File: src/rtl/pattern_seq_pkg.sv
// Shared types and constants for the pattern sequencer run controller.
package pattern_seq_pkg;

  typedef enum logic [2:0] {
    IDLE,
    RESTART,
    DWELL,
    STEP,
    LOOPBACK,
    FINISH,
    ABORT
  } ctrl_state_t;

  // Sequencer step index at which the terminal output is expected high.
  localparam logic [2:0] STEP_TERMINAL    = 3'd4;
  // Step index the sequencer jumps to on goto_third.
  localparam logic [2:0] STEP_LOOP_TARGET = 3'd2;

endpackage

File: src/rtl/seq_dwell_counter.sv
// Dwell down-counter: loadable, decrements without wrapping, flags zero.
module seq_dwell_counter #(
  parameter int DWELL_W = 8
) (
  input  logic               clk,
  input  logic               rst_n,
  input  logic               load,
  input  logic               dec,
  input  logic [DWELL_W-1:0] load_val,
  output logic               zero
);

  logic [DWELL_W-1:0] cnt_q;
  logic [DWELL_W-1:0] cnt_d;

  // Load has priority over decrement; the count saturates at zero.
  always_comb begin
    cnt_d = cnt_q;
    if (load) begin
      cnt_d = load_val;
    end else if (dec && (cnt_q != '0)) begin
      cnt_d = cnt_q - DWELL_W'(1);
    end
  end

  // Count register.
  always_ff @(posedge clk or negedge rst_n) begin
    if (!rst_n) begin
      cnt_q <= '0;
    end else begin
      cnt_q <= cnt_d;
    end
  end

  assign zero = (cnt_q == '0);

endmodule

File: src/rtl/pattern_seq_ctrl.sv
// Run controller for the 5-step pattern sequencer: dwell per step,
// terminal->third loop-backs, abort handling and desync detection.
module pattern_seq_ctrl
  import pattern_seq_pkg::*;
#(
  parameter int DWELL_W = 8,
  parameter int LOOP_W  = 4
) (
  input  logic               clk,
  input  logic               rst_n,
  input  logic               cmd_valid,
  output logic               cmd_ready,
  input  logic [DWELL_W-1:0] cmd_dwell,
  input  logic [LOOP_W-1:0]  cmd_loops,
  input  logic               abort,
  input  logic               seq_terminal,
  output logic               seq_restart,
  output logic               seq_pause,
  output logic               seq_goto_third,
  output logic               busy,
  output logic               done,
  output logic               aborted,
  output logic               sync_err
);

  ctrl_state_t        state_q, state_d;
  logic [2:0]         step_idx_q, step_idx_d;
  logic [LOOP_W-1:0]  loops_left_q, loops_left_d;
  logic [DWELL_W-1:0] dwell_q, dwell_d;
  logic               sync_err_q, sync_err_d;
  logic               dwell_zero;
  logic               dwell_load;
  logic               dwell_dec;

  // Every entry into DWELL (from RESTART, STEP or LOOPBACK) reloads the hold count.
  assign dwell_load = (state_q == RESTART) || (state_q == STEP) || (state_q == LOOPBACK);
  assign dwell_dec  = (state_q == DWELL);

  seq_dwell_counter #(
    .DWELL_W (DWELL_W)
  ) u_dwell_cnt (
    .clk      (clk),
    .rst_n    (rst_n),
    .load     (dwell_load),
    .dec      (dwell_dec),
    .load_val (dwell_q),
    .zero     (dwell_zero)
  );

  // Next-state logic and run bookkeeping; abort from any busy state wins.
  always_comb begin
    state_d      = state_q;
    step_idx_d   = step_idx_q;
    loops_left_d = loops_left_q;
    dwell_d      = dwell_q;
    sync_err_d   = sync_err_q;
    unique case (state_q)
      IDLE: begin
        if (cmd_valid) begin
          dwell_d      = cmd_dwell;
          loops_left_d = cmd_loops;
          sync_err_d   = 1'b0;
          state_d      = RESTART;
        end
      end
      RESTART: begin
        step_idx_d = '0;
        state_d    = DWELL;
      end
      DWELL: begin
        if (seq_terminal != (step_idx_q == STEP_TERMINAL)) begin
          sync_err_d = 1'b1;
        end
        if (dwell_zero) begin
          if (step_idx_q != STEP_TERMINAL) begin
            state_d = STEP;
          end else if (loops_left_q != '0) begin
            state_d = LOOPBACK;
          end else begin
            state_d = FINISH;
          end
        end
      end
      STEP: begin
        step_idx_d = step_idx_q + 3'd1;
        state_d    = DWELL;
      end
      LOOPBACK: begin
        step_idx_d = STEP_LOOP_TARGET;
        if (loops_left_q != '0) begin
          loops_left_d = loops_left_q - LOOP_W'(1);
        end
        state_d = DWELL;
      end
      FINISH: begin
        state_d = IDLE;
      end
      ABORT: begin
        step_idx_d = '0;
        state_d    = IDLE;
      end
      default: begin
        state_d = IDLE;
      end
    endcase
    if (abort && (state_q != IDLE)) begin
      state_d = ABORT;
    end
  end

  // Control registers.
  always_ff @(posedge clk or negedge rst_n) begin
    if (!rst_n) begin
      state_q      <= IDLE;
      step_idx_q   <= '0;
      loops_left_q <= '0;
      dwell_q      <= '0;
      sync_err_q   <= 1'b0;
    end else begin
      state_q      <= state_d;
      step_idx_q   <= step_idx_d;
      loops_left_q <= loops_left_d;
      dwell_q      <= dwell_d;
      sync_err_q   <= sync_err_d;
    end
  end

  // Moore output decode.
  assign cmd_ready      = (state_q == IDLE);
  assign busy           = (state_q != IDLE);
  assign seq_restart    = (state_q == RESTART) || (state_q == ABORT);
  assign seq_goto_third = (state_q == LOOPBACK);
  assign seq_pause      = (state_q != STEP);
  assign done           = (state_q == FINISH);
  assign aborted        = (state_q == ABORT);
  assign sync_err       = sync_err_q;

endmodule

File: config.mk
export PLATFORM = sky130hd
export DESIGN_NAME = pattern_seq_ctrl
export DESIGN_NICKNAME = d
export VERILOG_FILES = /design/src/rtl/pattern_seq_pkg.sv /design/src/rtl/seq_dwell_counter.sv /design/src/rtl/pattern_seq_ctrl.sv
export SDC_FILE = /design/constraint.sdc
export NUM_CORES = 1
export LEC_CHECK = 0
export ABC_AREA = 1
export CAP_MARGIN = 20
export CORE_UTILIZATION = 55
export CTS_BUF_LIST = sky130_fd_sc_hd__clkbuf_4
export DETAILED_ROUTE_END_ITERATION = 10
export PLACE_DENSITY = 0.81
export SYNTH_ARGS = -nofsm -noshare
export SYNTH_HDL_FRONTEND = slang
export SYNTH_SLANG_ARGS = --single-unit
File: constraint.sdc
create_clock -name clk -period 1.57 [get_ports clk]
set_input_delay 0.157 -clock clk [delete_from_list [all_inputs] [get_ports clk]]
set_output_delay 0.157 -clock clk [all_outputs]
set_load 0.005 [all_outputs]
==> summary.md <==
| Metric | Value |
|---|---|
| Status | `finished, final reports clean` |
| Placed insts | `262` |
| Register Area | `678.2 um^2` |
| Clock transition at path regs | `0.14 ns` |
| Reg2reg start | `state_q[2]$_DFFE_PN0P_` |
| Met2 GRT Util | `0.4096` |
| Final hold violations | `0` |
| Critical path fanouts, max | `4` |
| Setup Skew | `0.002549 ns` |
| Hold/Removal Path Class | `in2async` |
| Post-synthesis sequential area ratio | `0.4249` |
| RSZ-0062 raised after global routing | `true` |
| Distinct cells, synth | `27` |
| Largest net degree at the start of global routing | `28` |
| TritonCTS clock tree | `yes` |
| Gpl congestion | `0.8389` |
| GRT met3 Usage | `0.03721` |
| Die area | `3110 um^2` |
| Antenna-violating nets left | `0` |
| Peak supply drop | `1.361 mV` |
| Area of the multi-input gates | `812.0 um^2` |
| # IOs | `25` |
| Final worst slack | `0.01413 ns` |
| CP startpoint | `state_q[1]$_DFFE_PN0P_` |
| First-pass GRT wire length | `5.651 mm` |
| Total core area | `2758 um^2` |
| Row count | `19` |
| Mapped Area | `1590 um^2` |
| R2R cell count | `9` |
| Area Growth Syn to Fin | `24.94%` |
| Lkg Pwr | `1.035 nW` |
| Setup crit end | `cmd_ready` |
| Synthesized instance count | `205` |
| Met1 usage | `0.2873` |
| Initial Utilization | `0.5767` |
| Tcrit/Tclk final | `0.9910` |
| H-tree levels | `1` |
| Setup Viol. Count Final | `0` |
| HPWL after DPL | `2.236 mm` |
| DRT Pass-1 Iters | `4` |
| Avg Cell Area, Syn | `7.757 um^2` |
| Insertion delay to the later sink of the worst-skew pair | `0.33 ns` |
| Clock root cell | `clkbuf_4` |
| PortBufs | `24` |
| Clock buffer count from CTS | `3` |
| Chip Height | `55.77 um` |
| Warnings, synthesis | `0` |
| Power Density | `1721 nW/um^2` |
| Commonest non-fill, non-tap cells in the layout | `nand2_1 (66), dfrtp_1 (25), inv_1 (23), nand3_1 (19), clkdlybuf4s50_1 (17)` |
| Clock tree sinks | `27` |
| R2R Path End | `u_dwell_cnt.cnt_q[3]$_DFFE_PN0P_` |
| Final Cell Area | `1987 um^2` |
| Max Buffers Root-to-Sink | `2` |
| Final std cells w/o fill | `274` |
| CTS Hold Bufs | `0` |
| Total Wirelength | `3.185 mm` |
| DP Area | `1881 um^2` |
| Total gr overflow | `0` |
| Via count | `1,388` |
| Vias in the first global route | `1,335` |
| Worst-Margin Slew | `0.3413 ns` |
| Nets@finish | `266` |
| Max cap viols | `0` |
| Antenna violations before repair | `0` |
| ANT cells | `0` |
| Gr busiest metal | `met2` |
| Post-Synthesis Net Count | `227` |
| Total global-route track usage | `0.2327` |
| Final period demand of the worst path | `1.556 ns` |
| Initial DRC count | `46` |
| DR DRC count | `0` |
| Req. time, crit path | `1.41 ns` |
| CP startpoint kind | `register` |
| Die outline width | `55.77 um` |
| Vias per cell | `5.066` |
| Post-layout util | `0.7205` |
| Crit path kind | `reg2out` |
| Max Clk Rate | `642.7 MHz` |
| Layout cells sized above 1 | `0.1893` |
| Worst path arrival time | `1.40 ns` |
| R2r setup slk | `0.04 ns` |
| Crit path capture type | `output port` |
| Avg WL per Cell | `11.62 um` |
| Setup Slack @ Placement | `0.09732 ns` |
| Max Slew Vio Count | `0` |
| #FFs+latches synth | `27` |
| Filler cells | `245` |
| Most common cell after layout, fill and taps aside | `nand2_1` |
| Rel. slew slack | `0.7724` |
-- state kept, by name, indices dropped and copies added (netlist names) --
| name | flops |
|---|---|
| u_dwell_cnt.cnt_q | 8 |
| state_q | 3 |
| sync_err | 1 |
| step_idx_q | 3 |
| dwell_q | 8 |
| loops_left_q | 4 |
-- power breakdown --
part | total (mW) | internal [mW] | switching, mW
registers | 1.22 | 1.01 | 0.214
clock network | 0.302 | 0.0958 | 0.206
logic | 1.89 | 0.789 | 1.11
total | 3.42 | 1.89 | 1.53
-- worst max-delay path, stage by stage (launching register included) --
cell             delay [ns]
dfrtp_2                0.44
buf_4                  0.15
nor2_4                 0.14
nand2_4                0.09
inv_4                  0.07
clkdlybuf4s15_1        0.19
-- layout make-up --
class                      count  area share
inverter                      30     0.06171
multi-input combinational    146      0.4087
sequential                    27      0.3413
timing repair buffer          36      0.1549
tap                           31     0.01952
clock buffer                   3     0.01133
clock inverter                 1    0.002519
-- Yosys cell counts --
| library cell | n | area (um^2) |
|---|---|---|
| inv_4 | 1 | 6.260 |
| buf_4 | 1 | 7.510 |
| o211ai_1 | 4 | 30.03 |
| o22ai_1 | 1 | 6.260 |
| nand2_4 | 5 | 56.30 |
| or2_2 | 1 | 6.260 |
| nand2_2 | 4 | 25.02 |
| ha_1 | 5 | 62.56 |
| dfrtp_1 | 27 | 675.7 |
| xnor2_1 | 2 | 17.52 |
| a21oi_2 | 1 | 8.760 |
| xor2_1 | 3 | 26.28 |
| a21oi_1 | 3 | 15.01 |
| nor2_2 | 2 | 12.51 |
| nor2_8 | 1 | 20.02 |
| nor2_4 | 2 | 22.52 |
| clkinv_4 | 1 | 8.760 |
| nand4_1 | 2 | 12.51 |
| nor3_1 | 1 | 5.000 |
| o21ai_0 | 10 | 50.05 |
| inv_2 | 5 | 18.77 |
| nand2_1 | 67 | 251.5 |
| buf_6 | 1 | 11.26 |
| nor2_1 | 10 | 37.54 |
| o21ai_1 | 3 | 15.01 |
| inv_1 | 23 | 86.33 |
| nand3_1 | 19 | 95.09 |
-- metrics by stage --
stage                     hold WS, ns  setup TNS (ns)  power [mW]
after floorplan               -0.1386               0       2.509
after global placement         0.4567               0       2.919
after detailed placement       0.4657               0       2.979
after CTS                      0.1739       -0.003468       3.354
after global routing           0.1760         -0.2915       3.769
final                          0.1737               0       3.420
-- what timing repair did --
item                                   in CTS  in global routing
gates resized for setup                    15                 11
cloned                                      0                  0
buffers inserted                            5                  3
setup endpoints to repair                   7                  8
pin swaps                                   4                  0
endpoints found under the hold margin       0                  0
-- cell families after synthesis --
family                     after synthesis  synth area share
xor gates and xnor gates                 5           0.02754
DFF                                     27            0.4249
buffers and inverters                   32           0.08734
adders and majority gates                5           0.03934
AOI/OAI and AO/OA                       22           0.07868
and+or+nand+nor                        114            0.3422
-- routing by layer --
layer,vias to the layer above,share of wire
li1,722,-
met1,640,0.46
met2,21,0.51
met3,5,0.023
met4,0,0.013
met5,-,0
-- worst min path at each step --
stage,startpoint,slack [ns],endpoint,cells after the start
floorplan,rst_n,-0.14,dwell_q[0]$_DFFE_PN0P_,0
global placement,dwell_q[0]$_DFFE_PN0P_,0.46,dwell_q[0]$_DFFE_PN0P_,2
detailed placement,dwell_q[0]$_DFFE_PN0P_,0.47,dwell_q[0]$_DFFE_PN0P_,2
CTS,rst_n,0.17,u_dwell_cnt.cnt_q[7]$_DFFE_PN0P_,2
global route,rst_n,0.18,u_dwell_cnt.cnt_q[7]$_DFFE_PN0P_,2
finish,rst_n,0.17,u_dwell_cnt.cnt_q[7]$_DFFE_PN0P_,2
No activity file was read; power rests on OpenSTA's default activity.
